**src/rtl/counter_share_arbiter_if.sv**
```systemverilog
// Bundle between the counter-share arbiter, its two timing clients and the shared
// 4-bit up-counter. The slave side is the arbiter.
interface counter_share_arbiter_if #(
   parameter int CNT_W = 4
) ();
   logic [1:0]       req;
   logic [CNT_W-1:0] len0;
   logic [CNT_W-1:0] len1;
   logic [1:0]       gnt;
   logic [1:0]       done;
   logic             busy;
   logic             cnt_ld;
   logic             cnt_en;
   logic [CNT_W-1:0] cnt_d;
   logic [CNT_W-1:0] cnt_q;
   logic             cnt_rc;

   modport master (
      output req, len0, len1, cnt_q, cnt_rc,
      input  gnt, done, busy, cnt_ld, cnt_en, cnt_d
   );

   modport slave (
      input  req, len0, len1, cnt_q, cnt_rc,
      output gnt, done, busy, cnt_ld, cnt_en, cnt_d
   );
endinterface

```
**src/rtl/counter_share_arbiter.sv**
```systemverilog
// Two-requester arbiter/sequencer for one shared up-counter: loads the complement of
// the granted interval length, counts to ripple carry, then pulses done.
module counter_share_arbiter #(
   parameter int CNT_W = 4,
   parameter bit RR_EN = 1'b1
) (
   input  logic                  clk,
   input  logic                  rst,
   counter_share_arbiter_if.slave bus
);
   typedef enum logic [1:0] {IDLE, LOAD, RUN, DONE} state_t;

   state_t           state_reg;
   logic             g_reg;
   logic             last_reg;
   logic [1:0]       gnt_reg;
   logic [1:0]       done_reg;
   logic             busy_reg;
   logic             cnt_ld_reg;
   logic [CNT_W-1:0] cnt_d_reg;

   logic [CNT_W-1:0] len_vec   [2];
   logic [CNT_W-1:0] start_vec [2];
   logic             arb_g;
   logic             req_g;

   assign len_vec[0] = bus.len0;
   assign len_vec[1] = bus.len1;

   // Start value is (2^CNT_W - len) mod 2^CNT_W, so len = 0 yields a full 16-tick run.
   for (genvar gi = 0; gi < 2; gi++) begin : g_start
      assign start_vec[gi] = -len_vec[gi];
   end

   always_comb begin
      arb_g = 1'b0;
      if (bus.req == 2'b10) begin
         arb_g = 1'b1;
      end else if (bus.req == 2'b11 && RR_EN) begin
         arb_g = ~last_reg;
      end
   end

   assign req_g = bus.req[g_reg];

   always_ff @(posedge clk or posedge rst) begin
      if (rst) begin
         state_reg  <= IDLE;
         g_reg      <= 1'b0;
         last_reg   <= 1'b1;
         gnt_reg    <= 2'b00;
         done_reg   <= 2'b00;
         busy_reg   <= 1'b0;
         cnt_ld_reg <= 1'b0;
         cnt_d_reg  <= '0;
      end else begin
         done_reg   <= 2'b00;
         cnt_ld_reg <= 1'b0;
         case (state_reg)
            IDLE: begin
               if (bus.req != 2'b00) begin
                  state_reg  <= LOAD;
                  g_reg      <= arb_g;
                  gnt_reg    <= arb_g ? 2'b10 : 2'b01;
                  busy_reg   <= 1'b1;
                  cnt_ld_reg <= 1'b1;
                  cnt_d_reg  <= start_vec[arb_g];
               end
            end
            LOAD, RUN: begin
               // A dropped request aborts silently and leaves the pointer alone.
               if (!req_g) begin
                  state_reg <= IDLE;
                  gnt_reg   <= 2'b00;
                  busy_reg  <= 1'b0;
               end else if (state_reg == LOAD) begin
                  state_reg <= RUN;
               end else if (bus.cnt_rc) begin
                  state_reg <= DONE;
                  done_reg  <= gnt_reg;
               end
            end
            DONE: begin
               state_reg <= IDLE;
               gnt_reg   <= 2'b00;
               busy_reg  <= 1'b0;
               last_reg  <= g_reg;
            end
            default: state_reg <= IDLE;
         endcase
      end
   end

   assign bus.gnt    = gnt_reg;
   assign bus.done   = done_reg;
   assign bus.busy   = busy_reg;
   assign bus.cnt_ld = cnt_ld_reg;
   assign bus.cnt_d  = cnt_d_reg;
   // Enable is the one combinational output so the counter stops exactly on 4'hF.
   assign bus.cnt_en = (state_reg == RUN) && !bus.cnt_rc;
endmodule

```
**src/flat_wrapper.sv**
```systemverilog
// flat-port wrapper written by rule: the top's interface ports become plain ports
module counter_share_arbiter_flat 
#(
   parameter int CNT_W = 4,
   parameter bit RR_EN = 1'b1
)
  (clk, rst, bus_req, bus_len0, bus_len1, bus_cnt_q, bus_cnt_rc, bus_gnt, bus_done, bus_busy, bus_cnt_ld, bus_cnt_en, bus_cnt_d);
  counter_share_arbiter_if #(.CNT_W(CNT_W)) bus_i ();
  input  logic clk;
  input  logic rst;
  input wire logic [$bits(bus_i.req)-1:0] bus_req;
  input wire logic [$bits(bus_i.len0)-1:0] bus_len0;
  input wire logic [$bits(bus_i.len1)-1:0] bus_len1;
  input wire logic [$bits(bus_i.cnt_q)-1:0] bus_cnt_q;
  input wire logic [$bits(bus_i.cnt_rc)-1:0] bus_cnt_rc;
  output wire logic [$bits(bus_i.gnt)-1:0] bus_gnt;
  output wire logic [$bits(bus_i.done)-1:0] bus_done;
  output wire logic [$bits(bus_i.busy)-1:0] bus_busy;
  output wire logic [$bits(bus_i.cnt_ld)-1:0] bus_cnt_ld;
  output wire logic [$bits(bus_i.cnt_en)-1:0] bus_cnt_en;
  output wire logic [$bits(bus_i.cnt_d)-1:0] bus_cnt_d;
  assign bus_i.req = bus_req;
  assign bus_i.len0 = bus_len0;
  assign bus_i.len1 = bus_len1;
  assign bus_i.cnt_q = bus_cnt_q;
  assign bus_i.cnt_rc = bus_cnt_rc;
  assign bus_gnt = bus_i.gnt;
  assign bus_done = bus_i.done;
  assign bus_busy = bus_i.busy;
  assign bus_cnt_ld = bus_i.cnt_ld;
  assign bus_cnt_en = bus_i.cnt_en;
  assign bus_cnt_d = bus_i.cnt_d;
  counter_share_arbiter #(.CNT_W(CNT_W), .RR_EN(RR_EN)) u_core (.clk(clk), .rst(rst), .bus(bus_i));
endmodule
```
**config.mk**
```make
export PLATFORM = sky130hd
export DESIGN_NAME = counter_share_arbiter_flat
export DESIGN_NICKNAME = d
export VERILOG_FILES = /design/src/rtl/counter_share_arbiter_if.sv /design/src/rtl/counter_share_arbiter.sv /design/src/flat_wrapper.sv
export SDC_FILE = /design/constraint.sdc
export NUM_CORES = 1
export LEC_CHECK = 0
export CAP_MARGIN = 20
export CORE_UTILIZATION = 43
export DETAILED_ROUTE_END_ITERATION = 10
export PLACE_DENSITY = 0.73
export SLEW_MARGIN = 20
export SYNTH_ARGS = -nofsm -noshare
export SYNTH_HDL_FRONTEND = slang
export SYNTH_SLANG_ARGS = --single-unit
```
**constraint.sdc**
```tcl
create_clock -name clk -period 1.65 [get_ports clk]
set_input_delay 0.165 -clock clk [delete_from_list [all_inputs] [get_ports clk]]
set_output_delay 0.165 -clock clk [all_outputs]
set_load 0.02 [all_outputs]
```
Word level (Yosys, flattened, before mapping)
Cells that the tools add are included.
W data, S select, Z words.
{"block": "word_totals", "ff_bits": 14, "input_bits": 17, "out_inout_bits": 11, "elab_cells": 55}
{"block": "op_classes", "n_addsub": 2, "n_lt_le_gt_ge": 2, "eq_ne": 8, "muxes": 25, "bitwise": 2, "reduce_logical": 8}
{"cell": "$mux W2", "n": 11}
{"cell": "$mux W4", "n": 3}
{"cell": "$pmux W2 S3", "n": 2}
{"cell": "$eq A2 B2 Y1 const B", "n": 4}
{"cell": "$mux W1", "n": 8}
{"cell": "$neg A4 Y4", "n": 2}
{"cell": "$reduce_and A2 Y1", "n": 3}
{"cell": "$ne A4 B4 Y1 const B", "n": 1}
{"cell": "$pmux W1 S3", "n": 1}
{"cell": "$eq A2 B1 Y1 const B", "n": 1}
{"cell": "$ge A2 B2 Y1 const B", "n": 1}
{"cell": "$logic_not A2 Y1", "n": 1}
{"cell": "$lt A1 B2 Y1 const B", "n": 1}
{"cell": "$ne A2 B1 Y1 const B", "n": 1}
{"cell": "$ne A2 B2 Y1 const B", "n": 1}
{"cell": "$not A1 Y2", "n": 1}
{"cell": "$reduce_bool A2 Y1", "n": 1}
{"cell": "$reduce_or A2 Y1", "n": 1}
{"cell": "$logic_and A1 B1 Y1", "n": 1}
{"cell": "$logic_not A1 Y1", "n": 1}
{"cell": "$not A1 Y1", "n": 1}

Longest topological paths before layout
{"block": "depth", "word_depth": 7, "depth_mapped": 5, "ltp_nobuf": 5}

Worst setup path after synthesis
OpenSTA, ideal clock, no wires.
{"block": "synth_path", "kind": "register -> register", "from": "reg u_core.state_reg[0]", "to": "reg u_core.busy_reg, in the netlist u_core.bus.busy", "setup_ps": 125, "arrival_time_ps": 1392, "required_time_ps": 1525, "path_slack_ps": 133, "stages_incl_launch_ff": 6, "n_path_buf": 0, "synth_period_minus_slack_ps": 1517, "cell_sequence": "dfrtp_1 inv_1 ha_1 nor3b_1 a21oi_2 mux2_2"}
{"block": "synth_via", "elab_chain_cells": 4, "elab_cells_between_ends": 9, "cone_classes": "5 x eq/ne; 1 x mux; 3 x reduce/logical"}
{"item": "start, declared", "line_no": "counter_share_arbiter.sv:13", "source": "state_t state_reg;"}
{"item": "start signal, assigned", "line_no": "counter_share_arbiter.sv:48", "source": "state_reg <= IDLE;"}
{"item": "start signal, assigned", "line_no": "counter_share_arbiter.sv:62", "source": "state_reg <= LOAD;"}
{"item": "start signal, assigned", "line_no": "counter_share_arbiter.sv:73", "source": "state_reg <= IDLE;"}
{"item": "$eq A2 B2 Y1 / $eq A2 B1 Y1 (equally long branches)", "line_no": "counter_share_arbiter.sv:59", "source": "case (state_reg)"}
{"item": "$reduce_or A2 Y1", "line_no": "counter_share_arbiter.sv:59"}
{"item": "$ne A2 B2 Y1 (no line)"}
{"item": "$reduce_and A2 Y1 (no line)"}
{"item": "end signal, assigned", "line_no": "counter_share_arbiter.sv:53", "source": "busy_reg <= 1'b0;"}
{"item": "end signal, assigned", "line_no": "counter_share_arbiter.sv:65", "source": "busy_reg <= 1'b1;"}
{"item": "end signal, assigned", "line_no": "counter_share_arbiter.sv:75", "source": "busy_reg <= 1'b0;"}
{"item": "end, declared", "line_no": "counter_share_arbiter.sv:18", "source": "logic busy_reg;"}
Several ways; a longest one is shown, not always the timed one.
A chain may end at the register's enable or synchronous reset.

Worst setup path in the final report
{"block": "layout_path", "from": "reg u_core.state_reg[1]", "to": "out bus_cnt_en"}
{"block": "layout_via", "elab_chain_cells": 2}
{"item": "$eq A2 B2 Y1", "line_no": "counter_share_arbiter.sv:100", "source": "assign bus.cnt_en = (state_reg == RUN) && !bus.cnt_rc;"}
{"item": "$logic_and A1 B1 Y1", "line_no": "counter_share_arbiter.sv:100"}
{"item": "end, declared", "line_no": "flat_wrapper.sv:20", "source": "output wire logic [$bits(bus_i.cnt_en)-1:0] bus_cnt_en;"}
No other way between the ends.

==> implementation parameters <==
Parameter                              Value

Setup path
  Worst r2r path cells ... 6
  Setup slack of the worst register-to-register path ... 0.1 ns
  Critical path launch point type ... flop
  RR Endpoint ... u_core.state_reg[1]
  CP arrival ... 1.39 ns
  Standard cell with the maximum stage delay on the critical path ... sky130_fd_sc_hd__dfrtp_1
  Type of element capturing the critical path ... output port
  Family with the most delay on the worst path ... buffers and inverters
  Critical path class ... flop to output port
  CP max stage delay ... between 0.3 and 0.4 ns
  Buffer and inverter count on the worst path ... 2
  Critical path peak fanout ... 2
  Worst path depth ... 4
  Critical path required time ... between 1 and 1.5 ns
  Sequence of cells on the critical path ... buf_4 -> ha_1 -> nor2b_1 -> dlygate4sd2_1
  Reg2Reg Launch Point ... u_core.state_reg[0]

Timing
  Final-report max-slew violation count ... 0
  Final min period ... 1.555 ns
  Unrepaired setup endpoints after global routing ... no
  Clock Skews ... between 0.006 and 0.007 ns
  Highest attainable clock frequency ... ~640 MHz
  Accumulated negative setup slack ... 0 ns
  Final-layout worst hold slack ... 0.2312 ns
  Final Hold Vio Count ... 0
  Final-report setup violation count ... 0
  Worst-margin pin slew ... 0.5574 ns
  Final worst path period share ... 0.9423
  Setup WS post-layout ... between 0.09 and 0.1 ns
  Worst max-slew margin expressed relative to the limit ... 0.6280

Layout
  Most common library cell in the layout ignoring fill and taps ... sky130_fd_sc_hd__clkdlybuf4s50_1
  Final #Nets ... around 130
  Flip-flop count of the largest register after layout ... 4
  Most used cells in the layout excluding fill and tap cells ... sky130_fd_sc_hd__clkdlybuf4s50_1, sky130_fd_sc_hd__dfrtp_1, sky130_fd_sc_hd__buf_4
  Layout overhead on the synthesized area ... 47.92%
  Proportion of layout cells with a drive suffix above 1 ... 0.2336
  Fill cells ... approximately 140
  Diodes inserted ... 0

Floorplanning
  Die Outline Area ... around 2000 um^2
  Die Span X ... 44.61 um
  IO Pins ... 28
  Area inside the core boundary ... around 1700 um^2
  Die span in y ... 44.61 um
  Initial cell density of the core ... 0.4571
  Core Rows ... 15

Synth
  Number of warning messages in the yosys log ... 0
  Sequential-to-total area share from yosys stat ... 0.4503
  Number of distinct standard cells referenced by the synthesized netlist ... 28
  Cells after Synth ... between 70 and 80
  Flip-flop and latch count after synthesis ... 14
  Average cell area after synthesis ... between 10 and 15 um^2
  Cell area after synthesis ... 780.7 um^2
  Net count after synthesis ... 95

Pwr
  Net switching power ... around 0.66 mW
  Switch share ... 0.3607
  Power density of the placed cells ... 1574 nW/um^2
  Part of the total power dissipated in the clock network ... 0.136
  Cell-internal power ... about 1.2 mW
  Leakage ... approximately 0.55 nW
  Logic gate share of total power ... 0.551
  IR Drop Worst-Case VDD ... approximately 0.00086 V
  Power share of the sequential group ... 0.313

Clock tree
  Number of hold-repair buffers added at the cts stage ... 0
  Clock Sink Count ... 14
  Library cell used as clock root buffer ... sky130_fd_sc_hd__clkbuf_4
  Total clock buffers created by CTS ... 3
  Clock-pin transition on the worst setup and hold timing paths ... 0.09 ns
  Source-to-sink clock delay at the later pin of the worst-skew pair ... between 0.2 and 0.3 ns
  Clock tree from TritonCTS ... yes
  CTS Buffer Depth ... 2
  Number of levels in the clock H-tree ... 1

Flow run
  Max-cap viol count ... 0

Route
  Drt via density ... between 4 and 5
  DRC ... 0
  First drt pass iteration count ... 3
  Vias after detailed routing ... approximately 650
  Starting DRT DRC Count ... 3
  Wirelength per Cell ... 12.13 um
  Number of nets with antenna violations after detailed routing ... 0
  Aggregate routed wire length ... 1601 um

Status
  Run status ... completed

Global routing
  Number of global-route vias before repair ... between 600 and 700
  Gr usage total ... 0.1845
  Congestion Overflow GR ... 0
  Wire length of the first global-routing pass ... between 2000 and 3000 um
  Pin count of the biggest net entering global routing ... 15
  Antenna violations before repair ... 0

Worst hold path
  Class of the most critical hold timing path ... input port to asynchronous set/reset pin

Placed design
  RePlAce Congestion ... between 0.7 and 0.8
  Port Buf Inserts ... 23
  Post-placement worst setup slack ... approximately 0.012 ns
  Estimated wirelength of the detail-placed design ... ~1200 um
what timing repair did:
item                                    in CTS  in global routing
endpoints found under the setup margin       1                  1
pin swaps                                    0                  1
resized for setup                            1                  3
buffers inserted                             0                  1
power by group through the flow:
stage / Combinational (mW) / Clock (mW) / Sequential, mW
finish: 1.00 / 0.247 / 0.570
global route: 1.09 / 0.269 / 0.585
CTS: 0.958 / 0.255 / 0.570
detailed placement: 0.954 / 0 / 0.577
global placement: 0.935 / 0 / 0.568
floorplan: 0.427 / 0 / 0.687
worst max path at each step:
| stage | from | to | slack [ns] |
|---|---|---|---|
| after detailed placement | bus_req[0] | u_core.bus.busy | 0.01 |
| after CTS | u_core.state_reg[0] | u_core.state_reg[1] | 0.04 |
| final | u_core.state_reg[1] | bus_cnt_en | 0.1 |
| after global placement | bus_req[0] | u_core.bus.busy | 0.03 |
| after floorplan | u_core.state_reg[0] | u_core.bus.busy | 0.13 |
| after global routing | u_core.state_reg[1] | bus_cnt_en | 0.03 |
cell families (layout without fill, tap and decap cells):
family	after synthesis	count (layout)	share of synthesized area
muxes	8	8	0.1138
xor gates and xnor gates	3	3	0.03366
buffers and inverters	9	45	0.04327
DFF	14	14	0.4503
AOI/OAI and AO/OA	12	12	0.1186
and+or+nand+nor	18	18	0.1282
adders and majority gates	7	7	0.1122
metrics by stage:
stage,util,area (um^2),total power [mW],std cells
6_report,0.6762,1155,1.818,132
5_1_grt,0.6762,1155,1.941,132
4_1_cts,0.6659,1137,1.783,131
3_5_place_dp,0.6454,1102,1.531,127
3_3_place_gp,0.6454,1102,1.504,127
2_1_floorplan,-,780.7,1.114,71
layer usage:
metal / track usage / routed length [um] / up-vias
met5: 0 / 0 / -
met1: 0.2123 / 657 / 300
met2: 0.3324 / 842 / 20
li1: - / - / 319
met4: 0.09091 / 42 / 0
met3: 0.02449 / 59 / 6
final cells by class:
class,instances,area [um^2],share of cell area
multi-input combinational,48,405.4,0.3510
tap,25,31.28,0.02709
timing repair buffer,32,296.5,0.2568
clock buffer,4,36.28,0.03142
inverter,9,33.78,0.02925
sequential,14,351.6,0.3044
cells in the mapped netlist:
cell type | n | area [um^2]
sky130_fd_sc_hd__a21boi_2 | 1 | 11.26
sky130_fd_sc_hd__a21o_1 | 1 | 7.510
sky130_fd_sc_hd__a21oi_2 | 1 | 8.760
sky130_fd_sc_hd__a221o_1 | 1 | 10.01
sky130_fd_sc_hd__a31oi_1 | 1 | 6.260
sky130_fd_sc_hd__and2_2 | 1 | 7.510
sky130_fd_sc_hd__and3_1 | 2 | 12.51
sky130_fd_sc_hd__and3b_1 | 1 | 8.760
sky130_fd_sc_hd__dfrtp_1 | 13 | 325.3
sky130_fd_sc_hd__dfstp_2 | 1 | 26.28
sky130_fd_sc_hd__ha_1 | 7 | 87.58
sky130_fd_sc_hd__inv_1 | 9 | 33.78
sky130_fd_sc_hd__mux2_2 | 3 | 33.78
sky130_fd_sc_hd__mux2_4 | 1 | 15.01
sky130_fd_sc_hd__mux2i_1 | 4 | 40.04
sky130_fd_sc_hd__nand2_1 | 5 | 18.77
sky130_fd_sc_hd__nor2_1 | 2 | 7.510
sky130_fd_sc_hd__nor2b_1 | 2 | 12.51
sky130_fd_sc_hd__nor3_1 | 1 | 5.000
sky130_fd_sc_hd__nor3b_1 | 1 | 7.510
sky130_fd_sc_hd__nor4_1 | 2 | 12.51
sky130_fd_sc_hd__o21ai_0 | 3 | 15.01
sky130_fd_sc_hd__o21ai_2 | 1 | 8.760
sky130_fd_sc_hd__o22ai_1 | 1 | 6.260
sky130_fd_sc_hd__o31a_1 | 1 | 8.760
sky130_fd_sc_hd__o32a_1 | 1 | 10.01
sky130_fd_sc_hd__or3_2 | 1 | 7.510
sky130_fd_sc_hd__xnor2_1 | 3 | 26.28
Power figures use the tool's default switching activity.
